File: config.mk
export PLATFORM = sky130hd
export DESIGN_NAME = tdc_fine_encoder
export DESIGN_NICKNAME = d
export VERILOG_FILES = /design/src/rtl/tdc_pkg.sv /design/src/rtl/SB_CARRY.sv /design/src/rtl/tdc_carry_chain.sv /design/src/rtl/tdc_fine_encoder.sv
export SDC_FILE = /design/constraint.sdc
export NUM_CORES = 1
export LEC_CHECK = 0
export ABC_AREA = 1
export CAP_MARGIN = 20
export CORE_MARGIN = 1.5
export CORE_UTILIZATION = 47
export DETAILED_ROUTE_END_ITERATION = 10
export PLACE_DENSITY = 0.66
export SLEW_MARGIN = 20
export SYNTH_ARGS = -nofsm -noshare
export SYNTH_HDL_FRONTEND = slang
export SYNTH_HIERARCHICAL = 1
export SYNTH_SLANG_ARGS = --single-unit
File: constraint.sdc
create_clock -name clk -period 4.3 [get_ports clk]
set_input_delay 0.86 -clock clk [delete_from_list [all_inputs] [get_ports clk]]
set_output_delay 0.86 -clock clk [all_outputs]
set_load 0.01 [all_outputs]
File: src/rtl/tdc_pkg.sv
// Shared definitions for the TDC datapath: fine-stage latency, width helper,
// 3-input majority vote and the fine-result record used by the timestamp assembler.
package tdc_pkg;

  // Clock edges from a sample strobe to a result candidate at the output register.
  localparam int TDC_FINE_LAT = 4;

  // Widest fine count any legal build produces (TAPS=256 needs 0..256).
  localparam int TDC_FINE_CW_MAX = 9;

  typedef struct packed {
    logic [TDC_FINE_CW_MAX-1:0] count;
    logic                       underflow;
    logic                       overflow;
    logic                       bubble;
  } tdc_fine_res_t;

  // Bits needed to hold values 0..value-1.
  function automatic int clog2(input int value);
    int r;
    int v;
    r = 0;
    v = value - 1;
    while (v > 0) begin
      r = r + 1;
      v = v >> 1;
    end
    return r;
  endfunction

  function automatic logic majority3(input logic a, input logic b, input logic c);
    return (a & b) | (a & c) | (b & c);
  endfunction

endpackage

File: src/rtl/SB_CARRY.sv
// Behavioural model of the iCE40 SB_CARRY cell for simulation and lint.
// FPGA builds take the cell from the vendor library instead of this file.
module SB_CARRY (
  output logic CO,
  input  logic I0,
  input  logic I1,
  input  logic CI
);

  assign CO = (I0 & I1) | ((I0 | I1) & CI);

endmodule

File: src/rtl/tdc_carry_chain.sv
// TAPS-long delay line built from SB_CARRY cells. With I0=0 and I1=1 each cell
// simply forwards CI to CO, so the hit edge ripples along the dedicated carry path.
module tdc_carry_chain #(
  parameter int TAPS = 64
) (
  input  logic            signal_in,
  output logic [TAPS-1:0] taps
);

  logic [TAPS:0] carry;

  assign carry[0] = signal_in;

  // One carry cell per tap; tap i is the CO of stage i.
  for (genvar i = 0; i < TAPS; i++) begin : g_stage
    SB_CARRY u_carry (
      .CO (carry[i+1]),
      .I0 (1'b0),
      .I1 (1'b1),
      .CI (carry[i])
    );
  end

  assign taps = carry[TAPS:1];

endmodule

File: src/rtl/tdc_fine_encoder.sv
// Fine-time encoder: capture taps, synchronise, normalise polarity, remove
// thermometer bubbles, pipelined popcount, single-entry output register.
//
// Output handshake: a result is transferred on any rising clk edge where
// out_valid && out_ready. out_valid, once set, stays high with stable data until
// that transfer. The pipeline itself is never stalled: a candidate arriving while
// an untransferred result is held (out_valid && !out_ready) is dropped and sets
// the sticky overrun flag. TAPS must be a multiple of 8 in the range 8..256.
module tdc_fine_encoder
  import tdc_pkg::*;
#(
  parameter int TAPS     = 64,
  parameter int EXT_TAPS = 0,
  parameter int CW       = clog2(TAPS + 1)
) (
  input  logic            clk,
  input  logic            rst,
  input  logic            signal_in,
  input  logic [TAPS-1:0] tap_in,
  input  logic            sample,
  input  logic            edge_fall,
  output logic            out_valid,
  input  logic            out_ready,
  output logic [CW-1:0]   fine_count,
  output logic            underflow,
  output logic            overflow,
  output logic            bubble,
  output logic            overrun,
  input  logic            overrun_clr
);

  localparam int NBYTES = TAPS / 8;

  logic [TAPS-1:0] taps;

  // Tap source: external bus for calibration/bench, otherwise the carry chain.
  if (EXT_TAPS != 0) begin : g_ext
    logic unused_signal_in;
    assign taps             = tap_in;
    assign unused_signal_in = signal_in;
  end else begin : g_chain
    logic unused_tap_in;
    tdc_carry_chain #(.TAPS(TAPS)) u_chain (
      .signal_in (signal_in),
      .taps      (taps)
    );
    assign unused_tap_in = ^tap_in;
  end

  logic                   v0, v1, v2, v3;
  logic                   pol0, pol1;
  logic                   bub2, bub3;
  logic [TAPS-1:0]        cap, syn, corr;
  logic [TAPS-1:0]        norm, corr_next;
  logic [TAPS+1:0]        ext;
  logic [NBYTES-1:0][3:0] psum, psum_next;
  logic [CW-1:0]          cand;

  // Stage valids: a sample strobe walks S0..S3; reset discards everything in flight.
  always_ff @(posedge clk or posedge rst) begin
    if (rst) begin
      v0 <= 1'b0;
      v1 <= 1'b0;
      v2 <= 1'b0;
      v3 <= 1'b0;
    end else begin
      v0 <= sample;
      v1 <= v0;
      v2 <= v1;
      v3 <= v2;
    end
  end

  // Normalise to "ones below the edge" and vote each bit with its neighbours.
  // The line is padded with a 1 below tap 0 and a 0 above the top tap.
  always_comb begin
    norm      = syn ^ {TAPS{pol1}};
    ext       = {1'b0, norm, 1'b1};
    corr_next = '0;
    for (int i = 0; i < TAPS; i++) begin
      corr_next[i] = majority3(ext[i], ext[i+1], ext[i+2]);
    end
  end

  // Per-byte popcount of the corrected code.
  always_comb begin
    psum_next = '0;
    for (int b = 0; b < NBYTES; b++) begin
      for (int k = 0; k < 8; k++) begin
        psum_next[b] = psum_next[b] + {3'b000, corr[8*b+k]};
      end
    end
  end

  // Final sum; CW holds 0..TAPS so the full-scale count cannot wrap.
  always_comb begin
    cand = '0;
    for (int b = 0; b < NBYTES; b++) begin
      cand = cand + CW'(psum[b]);
    end
  end

  // Pipeline data: capture, metastability flop, corrected code, partial sums.
  always_ff @(posedge clk) begin
    if (sample) begin
      cap  <= taps;
      pol0 <= edge_fall;
    end
    syn  <= cap;
    pol1 <= pol0;
    corr <= corr_next;
    bub2 <= |(corr_next ^ norm);
    psum <= psum_next;
    bub3 <= bub2;
  end

  // Output register: load when free or being drained, else drop and flag overrun.
  always_ff @(posedge clk or posedge rst) begin
    if (rst) begin
      out_valid  <= 1'b0;
      fine_count <= '0;
      underflow  <= 1'b0;
      overflow   <= 1'b0;
      bubble     <= 1'b0;
      overrun    <= 1'b0;
    end else begin
      if (v3) begin
        if (!out_valid || out_ready) begin
          out_valid  <= 1'b1;
          fine_count <= cand;
          underflow  <= (cand == '0);
          overflow   <= (cand == CW'(TAPS));
          bubble     <= bub3;
        end
      end else if (out_valid && out_ready) begin
        out_valid <= 1'b0;
      end
      if (v3 && out_valid && !out_ready) begin
        overrun <= 1'b1;
      end else if (overrun_clr) begin
        overrun <= 1'b0;
      end
    end
  end

endmodule
==> flow_summary_export.csv, run 1 <==
group,metric,value,unit
finish,post-route-util,63.1,%
pwr,p_sw_share,39.2,%
route,drtIter0Drc,429,
clock_tree,htreeDepth,1,
timing,fin_crit,12.98,ns
placed_design,dp_hpwl,14800,µm
global_routing,grt_pass1_wl,44100,µm
pwr,seqPwrFrac,28.8,%
critical_path,cp.required,4.67,ns
route,viasPerCell,4.39,
pwr,p_per_area,672,mW/mm²
global_routing,grt_pass1_vias,10281,
critical_path,cp.arrival,13.35,ns
global_routing,grt_overflow_total,0,
pwr,power_frac_clock,19.1,%
clock_tree,clock-sinks,244,
run,drv_cap,0,
die,die_w,165,µm
logic_synthesis,synth_top_cells_by_area,"dfxtp_1, nand2_1, edfxtp_1",
status,status,"finished with violations",
timing,max_slew_margin,29.3,%
route,drc_errors,0,
logic_synthesis,syn_area_per_cell,7.74,µm²
route,first_pass_iters,5,
critical_path,startpoint_type,"input port",
logic_synthesis,synth_top_cell_area_share,26.6,%
finish,drive_above_1_share,15.3,%
clock_tree,clock_latency,0.52,ns
pwr,pwr-share-comb,52.1,%
placed_design,gp_congestion,0.799,
die,core-area,0.0254,mm²
placed_design,place_ws,-9.40,ns
timing,max_freq,0.0770,GHz
critical_path,critical_path_class,"in -> reg",
logic_synthesis,syn_area,0.0123,mm²
pwr,p_leak,8.86,nW
logic_synthesis,synth_top_area_cell,"dfxtp_1",
die,initial_core_util,48.3,%
global_routing,grt_use_total,19.8,%
logic_synthesis,ys_seq_area_share,45.7,%
die,rows,58,
critical_path,cp_slowest_cell,"a21oi_2",
finish,layout_commonest_cell,"nand2_1",
logic_synthesis,synthCells,1586,
clock_tree,cts_tree,"built",
route,wl_per_cell,10.2,µm
min_path,hold_path.class,"reg -> reg",
timing,fin_tns_setup,-207.32,ns
clock_tree,cts-root-buf,"clkbuf_16",
clock_tree,clk_pin_slew,0.06,ns
timing,setup_viol,46,
clock_tree,clk_path_buf_depth,3,
critical_path,cp_max_fo,3,
critical_path,crit_path_frequent_cell,"a21oi_2",
die,die_h,165,µm
finish,diodes,0,
route,postRouteAntennaNets,0,
timing,setup_slack,-8.68,ns
pwr,power.internal,0.00655,W
timing,fin_crit_sh,302,%
timing,rsz0062_at_grt,"true",
logic_synthesis,ys_ff_latch,244,
global_routing,grt_max_degree,114,
route,wirelength,23800,µm
critical_path,endpoint_kind,"flop",
timing,hold_viol,0,
logic_synthesis,yosys_warnings,6,
pwr,vdd_drop_max,1.32,mV
status,violations,"setup timing",
clock_tree,cts_buffers,26,
pwr,power_switching,0.00422,W
clock_tree,cts_hold_buffers,0,
die,pin_count,83,
global_routing,antenna_found_initial,0,
timing,worst-slew-pin-transition,1.06,ns
placed_design,portBuffers,18,
timing,report.final.slew_viol_count,0,
finish,layout_common_cells,"nand2_1, inv_1, conb_1, dfxtp_1, buf_4",
logic_synthesis,yosysUniqueCellTypes,22,
finish,nets,2134,
finish,area_growth,30.4,%
route,via_count,10208,
timing,skew,0.00939,ns
critical_path,max_stage_delay,0.19,ns
die,die_area,0.0271,mm²
-- routing by layer --
layer  up-vias  global-route usage [%]  wire (µm)
li1       5485                       -          -
met1      4563                    23.5      10800
met2       115                    36.6      11800
met3        45                    2.71        687
met4         0                    6.59        515
met5         -                       0          0
-- what timing repair did --
action,CTS,global route
endpoints found under the hold margin,0,0
buffers inserted,280,41
resized for setup,33,32
pin swaps,9,6
setup endpoints to repair,47,49
-- power groups by stage --
stage	combinational (W)	clock (W)	sequential [W]
floorplan	0.00421	0	0.00311
finish	0.00561	0.00206	0.00310
CTS	0.00581	0.00211	0.00311
global route	0.00671	0.00222	0.00315
detailed placement	0.00538	0	0.00315
global placement	0.00516	0	0.00314
-- registers in the layout, indices dropped and copies added (netlist names) --
name	flops
bub2	1
overflow	1
bub3	1
corr	64
overrun	1
v3	1
out_valid	1
pol0	1
underflow	1
syn	64
v1	1
fine_count	7
bubble	1
v2	1
psum	32
pol1	1
cap	64
v0	1
-- path summary, 6_finish.rpt --
path | slack [ns] | end | startpoint | depth (start not counted)
max | -8.68 | cap[63]$_DFFE_PP_ | signal_in | 129
min | 0.33 | bub3$_DFF_P_ | bub2$_DFF_P_ | 0
max reg2reg | 0.47 | overflow$_DFFE_PP0P_ | psum[14]$_DFF_P_ | 13
min reg2reg | 0.33 | bub3$_DFF_P_ | bub2$_DFF_P_ | 0
max in group asynchronous | 3.20 | fine_count[1]$_DFFE_PP0P_ | rst | 2
min in group asynchronous | 0.71 | overrun$_DFFE_PP0P_ | rst | 2
-- cell families (layout without fill, tap and decap cells) --
kind of cell	after synthesis	after routing	share of synthesized area [%]
buffers and inverters	272	493	8.67
other	2	192	0.0612
AND/OR/NAND/NOR	832	832	26.8
XOR/XNOR	16	16	1.14
AO/OA/AOI/OAI	134	134	5.46
adder cells (fa/ha/maj)	86	86	12.1
flip-flops	244	244	45.7
-- Yosys cell counts, drive strengths merged --
cell type and n:
a21oi 124, buf 22, clkbuf 4, conb 2, dfrtp 16, dfxtp 163, edfxtp 65, fa 55
ha 31, inv 246, nand2 562, nand3 132, nor2 136, nor4 1, o21ai 10, or2 1
xnor2 7, xor2 9
-- per-stage QoR --
step / hold WS (ns) / cell area [µm²] / total power [W] / std cells
after floorplan: 0.310 / 13200 / 0.00732 / 1776
after global placement: 0.317 / 14100 / 0.00831 / 2148
after detailed placement: 0.322 / 14100 / 0.00853 / 2148
after CTS: 0.335 / 16900 / 0.0110 / 2457
after global routing: 0.341 / 16000 / 0.0121 / 2327
final: 0.332 / 16000 / 0.0108 / 2327
-- layout make-up --
cell class,instances,area (µm²)
fill,2194,9380
multi-input combinational,1260,6630
sequential,244,5620
timing repair buffer,199,1650
inverter,246,923
clock buffer,42,762
tap,330,413
clock inverter,6,27.5
-- worst max-delay path, delay by kind of cell --
| kind | cells | cell delay [ns] |
|---|---|---|
| and+or+nand+nor | 64 | 4.00 |
| AOI/OAI and AO/OA | 64 | 8.43 |
| buffers and inverters | 1 | 0.07 |
(Power assumes the default switching activity.)
==> inputs of run 2 (changes only) <==
GPL_TIMING_DRIVEN = 1   (was unset)
==> results of run 2 <==
Same layout as run 1: the final DEF is identical, and so are final timing and power.
==> inputs of run 3 (changes only) <==
GPL_ROUTABILITY_DRIVEN = 1   (was unset)
==> results of run 3 <==
Same layout as run 1: the final DEF is identical, and so are final timing and power.
